==> config.mk <==
export PLATFORM = sky130hd
export DESIGN_NAME = rsa_seq_ctrl
export DESIGN_NICKNAME = d
export VERILOG_FILES = /design/src/rtl/rsa_seq_pkg.sv /design/src/rtl/rsa_seq_chan.sv /design/src/rtl/rsa_seq_ctrl.sv
export SDC_FILE = /design/constraint.sdc
export NUM_CORES = 1
export LEC_CHECK = 0
export ABC_CLOCK_PERIOD_IN_PS = 2500
export CAP_MARGIN = 10
export CORE_ASPECT_RATIO = 0.6
export CORE_MARGIN = 2
export CORE_UTILIZATION = 39
export CTS_CLUSTER_DIAMETER = 40
export DETAILED_ROUTE_END_ITERATION = 7
export SYNTH_ARGS = -nofsm -noshare
export SYNTH_HDL_FRONTEND = slang
export SYNTH_SLANG_ARGS = --single-unit
==> constraint.sdc <==
create_clock -name clk -period 2.5 [get_ports clk]
set_input_delay 0.375 -clock clk [delete_from_list [all_inputs] [get_ports clk]]
set_output_delay 0.375 -clock clk [all_outputs]
set_load 0.005 [all_outputs]
==> src/rtl/rsa_seq_pkg.sv <==
// rsa_seq_pkg: shared state type and stop-merge constants for the rsa sequencer
package rsa_seq_pkg;
    typedef enum logic [2:0] {RESET, IDLE, EN, WAIT_EOC, EOC, TIMEOUT} rsa_seq_state_t;
    localparam int STOP_AND = 0;
    localparam int STOP_OR  = 1;
endpackage

==> src/rtl/rsa_seq_chan.sv <==
// rsa_seq_chan: one rsa_unit channel - enable, delayed reset release, eoc wait and watchdog
module rsa_seq_chan
    import rsa_seq_pkg::*;
#(
    parameter int RST_DLY = 1,
    parameter int TMO_W   = 16
) (
    input  logic             clk,
    input  logic             rst,
    input  logic             ena,
    input  logic             start,
    input  logic             stop,
    input  logic             unit_eoc,
    input  logic [TMO_W-1:0] timeout_cycles,
    output logic             en_rsa,
    output logic             rst_rsa,
    output logic             eoc,
    output logic             err,
    output logic             busy
);
    localparam int DW = $clog2(RST_DLY + 1);
    localparam logic [DW-1:0] DLY_LAST = DW'(RST_DLY - 1);

    rsa_seq_state_t   state, state_d;
    logic [DW-1:0]    dly_cnt, dly_d;
    logic [TMO_W-1:0] wd_cnt, wd_d;
    logic             err_d;

    // next-state and counter updates; the watchdog counter saturates when the limit is 0
    always_comb begin
        state_d = state;
        dly_d   = dly_cnt;
        wd_d    = wd_cnt;
        err_d   = err;
        case (state)
            RESET: state_d = IDLE;
            IDLE: if (start) begin
                state_d = EN;
                dly_d   = '0;
                err_d   = 1'b0;
            end
            EN: if (stop) state_d = IDLE;
                else if (dly_cnt == DLY_LAST) begin
                    state_d = WAIT_EOC;
                    wd_d    = '0;
                end else dly_d = dly_cnt + DW'(1);
            WAIT_EOC: if (stop) state_d = IDLE;
                else if (unit_eoc) state_d = EOC;
                else if (timeout_cycles != '0 && wd_cnt == timeout_cycles - TMO_W'(1)) state_d = TIMEOUT;
                else wd_d = (&wd_cnt) ? wd_cnt : wd_cnt + TMO_W'(1);
            EOC: state_d = IDLE;
            TIMEOUT: begin
                state_d = IDLE;
                err_d   = 1'b1;
            end
            default: state_d = RESET;
        endcase
    end

    // state and counters advance only on enabled edges; reset is asynchronous
    always_ff @(posedge clk or posedge rst) begin
        if (rst) begin
            state   <= RESET;
            dly_cnt <= '0;
            wd_cnt  <= '0;
            err     <= 1'b0;
        end else if (ena) begin
            state   <= state_d;
            dly_cnt <= dly_d;
            wd_cnt  <= wd_d;
            err     <= err_d;
        end
    end

    assign en_rsa  = state inside {EN, WAIT_EOC, EOC};
    assign rst_rsa = state inside {WAIT_EOC, EOC};
    assign eoc     = state == EOC;
    assign busy    = state inside {EN, WAIT_EOC};
endmodule

==> src/rtl/rsa_seq_ctrl.sv <==
// rsa_seq_ctrl: NUM_CH independent rsa_unit sequencers with a shared interrupt
module rsa_seq_ctrl
    import rsa_seq_pkg::*;
#(
    parameter int NUM_CH    = 1,
    parameter int RST_DLY   = 1,
    parameter int TMO_W     = 16,
    parameter int STOP_MODE = STOP_AND
) (
    input  logic              clk,
    input  logic              rst,
    input  logic              ena,
    input  logic [NUM_CH-1:0] gpio_start,
    input  logic [NUM_CH-1:0] spi_start,
    input  logic [NUM_CH-1:0] gpio_stop,
    input  logic [NUM_CH-1:0] spi_stop,
    input  logic [TMO_W-1:0]  timeout_cycles,
    input  logic [NUM_CH-1:0] eoc_rsa_unit,
    output logic [NUM_CH-1:0] en_rsa,
    output logic [NUM_CH-1:0] rst_rsa,
    output logic [NUM_CH-1:0] eoc,
    output logic [NUM_CH-1:0] err,
    output logic [NUM_CH-1:0] busy,
    output logic              irq
);
    logic [NUM_CH-1:0] err_q;

    for (genvar g = 0; g < NUM_CH; g++) begin : g_ch
        rsa_seq_chan #(.RST_DLY(RST_DLY), .TMO_W(TMO_W)) u_chan (
            .clk            (clk),
            .rst            (rst),
            .ena            (ena),
            .start          (gpio_start[g] | spi_start[g]),
            .stop           (STOP_MODE == STOP_OR ? (gpio_stop[g] | spi_stop[g]) : (gpio_stop[g] & spi_stop[g])),
            .unit_eoc       (eoc_rsa_unit[g]),
            .timeout_cycles (timeout_cycles),
            .en_rsa         (en_rsa[g]),
            .rst_rsa        (rst_rsa[g]),
            .eoc            (eoc[g]),
            .err            (err[g]),
            .busy           (busy[g])
        );
    end

    // delayed err copy every clock so a new timeout raises irq for a single cycle
    always_ff @(posedge clk or posedge rst) begin
        if (rst) err_q <= '0;
        else err_q <= err;
    end

    assign irq = (|eoc) | (|(err & ~err_q));
endmodule

==> results.sh <==
export IMPL_overflow=0
export IMPL_run_status="finished, violations left"
export IMPL_clkSlewWorstSetupHoldPaths_ns=0.08
export IMPL_grt_max_degree=22
export IMPL_ir_drop_v=0.000284
export IMPL_antenna_found_initial=0
export IMPL_vias_per_cell=5.40
export IMPL_grt_setup_unrepaired="true"
export IMPL_whs_ns=0.435
export IMPL_min_period_ns=2.52
export IMPL_leakagePower_uw=0.00129
export IMPL_finalSetupViolCount=1
export IMPL_grt_total_usage=0.221
export IMPL_drt_iter0_drc=100
export IMPL_violations="negative setup slack"
export IMPL_cts_tree="done"
export IMPL_place_congestion=0.867
export IMPL_dr_pass1_iters=4
export IMPL_cts_root_buf="clkbuf_8"
export IMPL_met3_length_um=346
export IMPL_drive_above_1_share=0.318
export IMPL_wl_per_cell_um=15.5
export IMPL_crit_type="in -> reg"
export IMPL_yosysWarnings=0
export IMPL_synthArstFlopShare=1.00
export IMPL_fmax_ghz=0.396
export IMPL_pin_count=30
export IMPL_antenna_left=0
export IMPL_syn_avg_cell_area_um2=8.03
export IMPL_total_power_uw=1450
export IMPL_finalMaxSlewViolations=0
export IMPL_wl_met2_um=2590
export IMPL_ys_seq_area_frac=0.259
export IMPL_clock_skew_ns=0.00234
export IMPL_initial_utilization=0.404
export IMPL_vias=2175
export IMPL_drc=0
export IMPL_crit_end="g_ch[0].u_chan.state[1]"
export IMPL_timing_rr_end="g_ch[0].u_chan.state[1]"
export IMPL_core_area_um2=5030
export IMPL_crit_required_ns=2.66
export IMPL_dp_hpwl_um=4630
export IMPL_num_fill_cells=460
export IMPL_synth_ff_type="dfrtp_1"
export IMPL_power_density_nw_per_um2=467
export IMPL_cp_start_kind="primary input"
export IMPL_relSlewSlack=0.493
export IMPL_hold_viol=0
export IMPL_r2r_start="g_ch[0].u_chan.wd_cnt[13]"
export IMPL_max_slew_worst_pin_slew_ns=0.751
export IMPL_cts_buffers=3
export IMPL_dpl_cell_area_um2=2770
export IMPL_arrival_ns=2.68
export IMPL_clk_latency_ns=0.27
export IMPL_htreeDepth=1
export IMPL_yosys_top_cells_area="dfrtp_1, nand2_1, xnor2_1"
export IMPL_finalCritPeriodShare=1.01
export IMPL_synth_top_area_share=0.259
export IMPL_syn_area_um2=2030
export IMPL_cts_sinks=21
export IMPL_final_util=0.619
export IMPL_yosysTopAreaCell="dfrtp_1"
export IMPL_maxCapViolCount=0
export IMPL_syn_to_final_growth_pct=53.3
export IMPL_critPathMaxFanout=4
export IMPL_die_area_um2=5820
export IMPL_wl_um=6240
export IMPL_rr_worst_depth=8
export IMPL_rrSetupSlack_ns=0.01
export IMPL_yosysMostFrequentCell="nand2_1"
export IMPL_antenna_cells=0
export IMPL_num_rows=20
export IMPL_hold_path_class="in -> async"
export IMPL_yosys_top_cells_count="nand2_1, dfrtp_1, xnor2_1"
export IMPL_grt_pass1_wl_um=10200
export IMPL_layout_setup_ws_ns=-0.0246
export IMPL_cp_end_kind="flop"
export IMPL_ys_ff_latch=21
export IMPL_fp_dieH_um=59.9
export IMPL_dp_slack_ns=-0.724
export IMPL_m1WireLength_um=3290
export IMPL_synth_cell_type_count=51
export IMPL_final_nets=365
export IMPL_postLayoutCellArea_um2=3110
export IMPL_ctsLongestPathBuffers=2
export IMPL_die_w_um=97.2
export IMPL_syn_nets=280
export IMPL_grt_pass1_vias=2044
export IMPL_top_layer="met4"
export IMPL_startpoint="timeout_cycles[8]"
export IMPL_portBuffers=29
export IMPL_synth_edf_count=0
export IMPL_synthCells=253
[registers in the layout, summed over array words and instances (netlist names)]
| register | count |
|---|---|
| g_ch.u_chan.state | 3 |
| g_ch.u_chan.wd_cnt | 16 |
| g_ch.u_chan.err | 1 |
| err_q | 1 |
[report_power, final]
group	leakage, µW	internal (µW)	total, µW	switching [µW]
Sequential	0.000274	404	498	94.5
Combinational	0.000988	358	726	367
Clock	0.0000255	111	231	119
Total	0.00129	874	1450	581
[worst min path at each step]
stage,startpoint,end,cells after the start
after floorplan,rst,err_q,1
after global placement,g_ch[0].u_chan.err,err_q,0
after detailed placement,g_ch[0].u_chan.err,err_q,0
after CTS,rst,g_ch[0].u_chan.wd_cnt[4],3
after global routing,rst,g_ch[0].u_chan.wd_cnt[4],3
final,rst,g_ch[0].u_chan.wd_cnt[4],3
[stage by stage]
stage / std cells / TNS (ns)
floorplan: 253 / -0.0122
global placement: 391 / -9.55
detailed placement: 391 / -10.50
CTS: 404 / -0.0883
global route: 403 / -0.312
finish: 403 / -0.0246
[cell usage in the layout, fill, tap and decap left out, types with 4 or more instances in the layout]
cell | synthesis | routed
buf_6 | 1 | 4
inv_1 | 9 | 9
nor3_1 | 6 | 5
a21oi_1 | 11 | 6
a21oi_2 | 0 | 4
nand2b_1 | 11 | 11
nand3_1 | 13 | 13
or4_1 | 6 | 4
or3_1 | 7 | 6
dlygate4sd2_1 | 0 | 6
clkdlybuf4s50_1 | 0 | 15
o211ai_1 | 9 | 9
and3_1 | 9 | 8
nor4_4 | 2 | 5
nand4_1 | 8 | 8
nor2_1 | 7 | 7
buf_4 | 0 | 59
nand2_1 | 41 | 41
dfrtp_1 | 21 | 21
mux2i_1 | 8 | 8
xnor2_1 | 15 | 13
xor2_1 | 5 | 5
[final cells by class]
| cell class | instances | area (µm²) | area share |
|---|---|---|---|
| multi-input cells | 212 | 1670 | 0.535 |
| clock buffers | 3 | 41.3 | 0.0133 |
| repair buffers | 91 | 758 | 0.244 |
| clock inverters | 1 | 5.00 | 0.00161 |
| well taps | 66 | 82.6 | 0.0265 |
| inverters | 9 | 33.8 | 0.0109 |
| flip-flops and latches | 21 | 526 | 0.169 |
[per-layer routing]
metal / vias up / track usage
met5: - / 0
met2: 50 / 0.304
li1: 1103 / -
met3: 4 / 0.0421
met4: 0 / 0.0282
met1: 1018 / 0.356
[worst max-delay path, stage by stage]
cell	delay [ns]
clkdlybuf4s15_1	0.18
or3_1	0.38
or3_4	0.35
a211oi_4	0.28
o2111ai_4	0.17
nor4_4	0.39
buf_4	0.20
nor4_4	0.04
a221o_1	0.31
[repair_timing]
action | CTS | global route
hold buffers | 0 | 0
pin swaps | 15 | 25
setup endpoints to repair | 18 | 17
gates resized for setup | 48 | 32
setup buffers | 10 | 3
[cell families (layout without fill, tap and decap cells)]
family / after synthesis / count (layout) / share of synthesized area
xor+xnor: 21 / 21 / 0.0980
flops: 21 / 21 / 0.259
simple gates: 128 / 128 / 0.354
fa+ha+maj: 3 / 3 / 0.0185
compound gates: 51 / 51 / 0.185
mux: 9 / 9 / 0.0450
buf+inv: 20 / 104 / 0.0407
No activity file was read; power rests on OpenSTA's default activity.
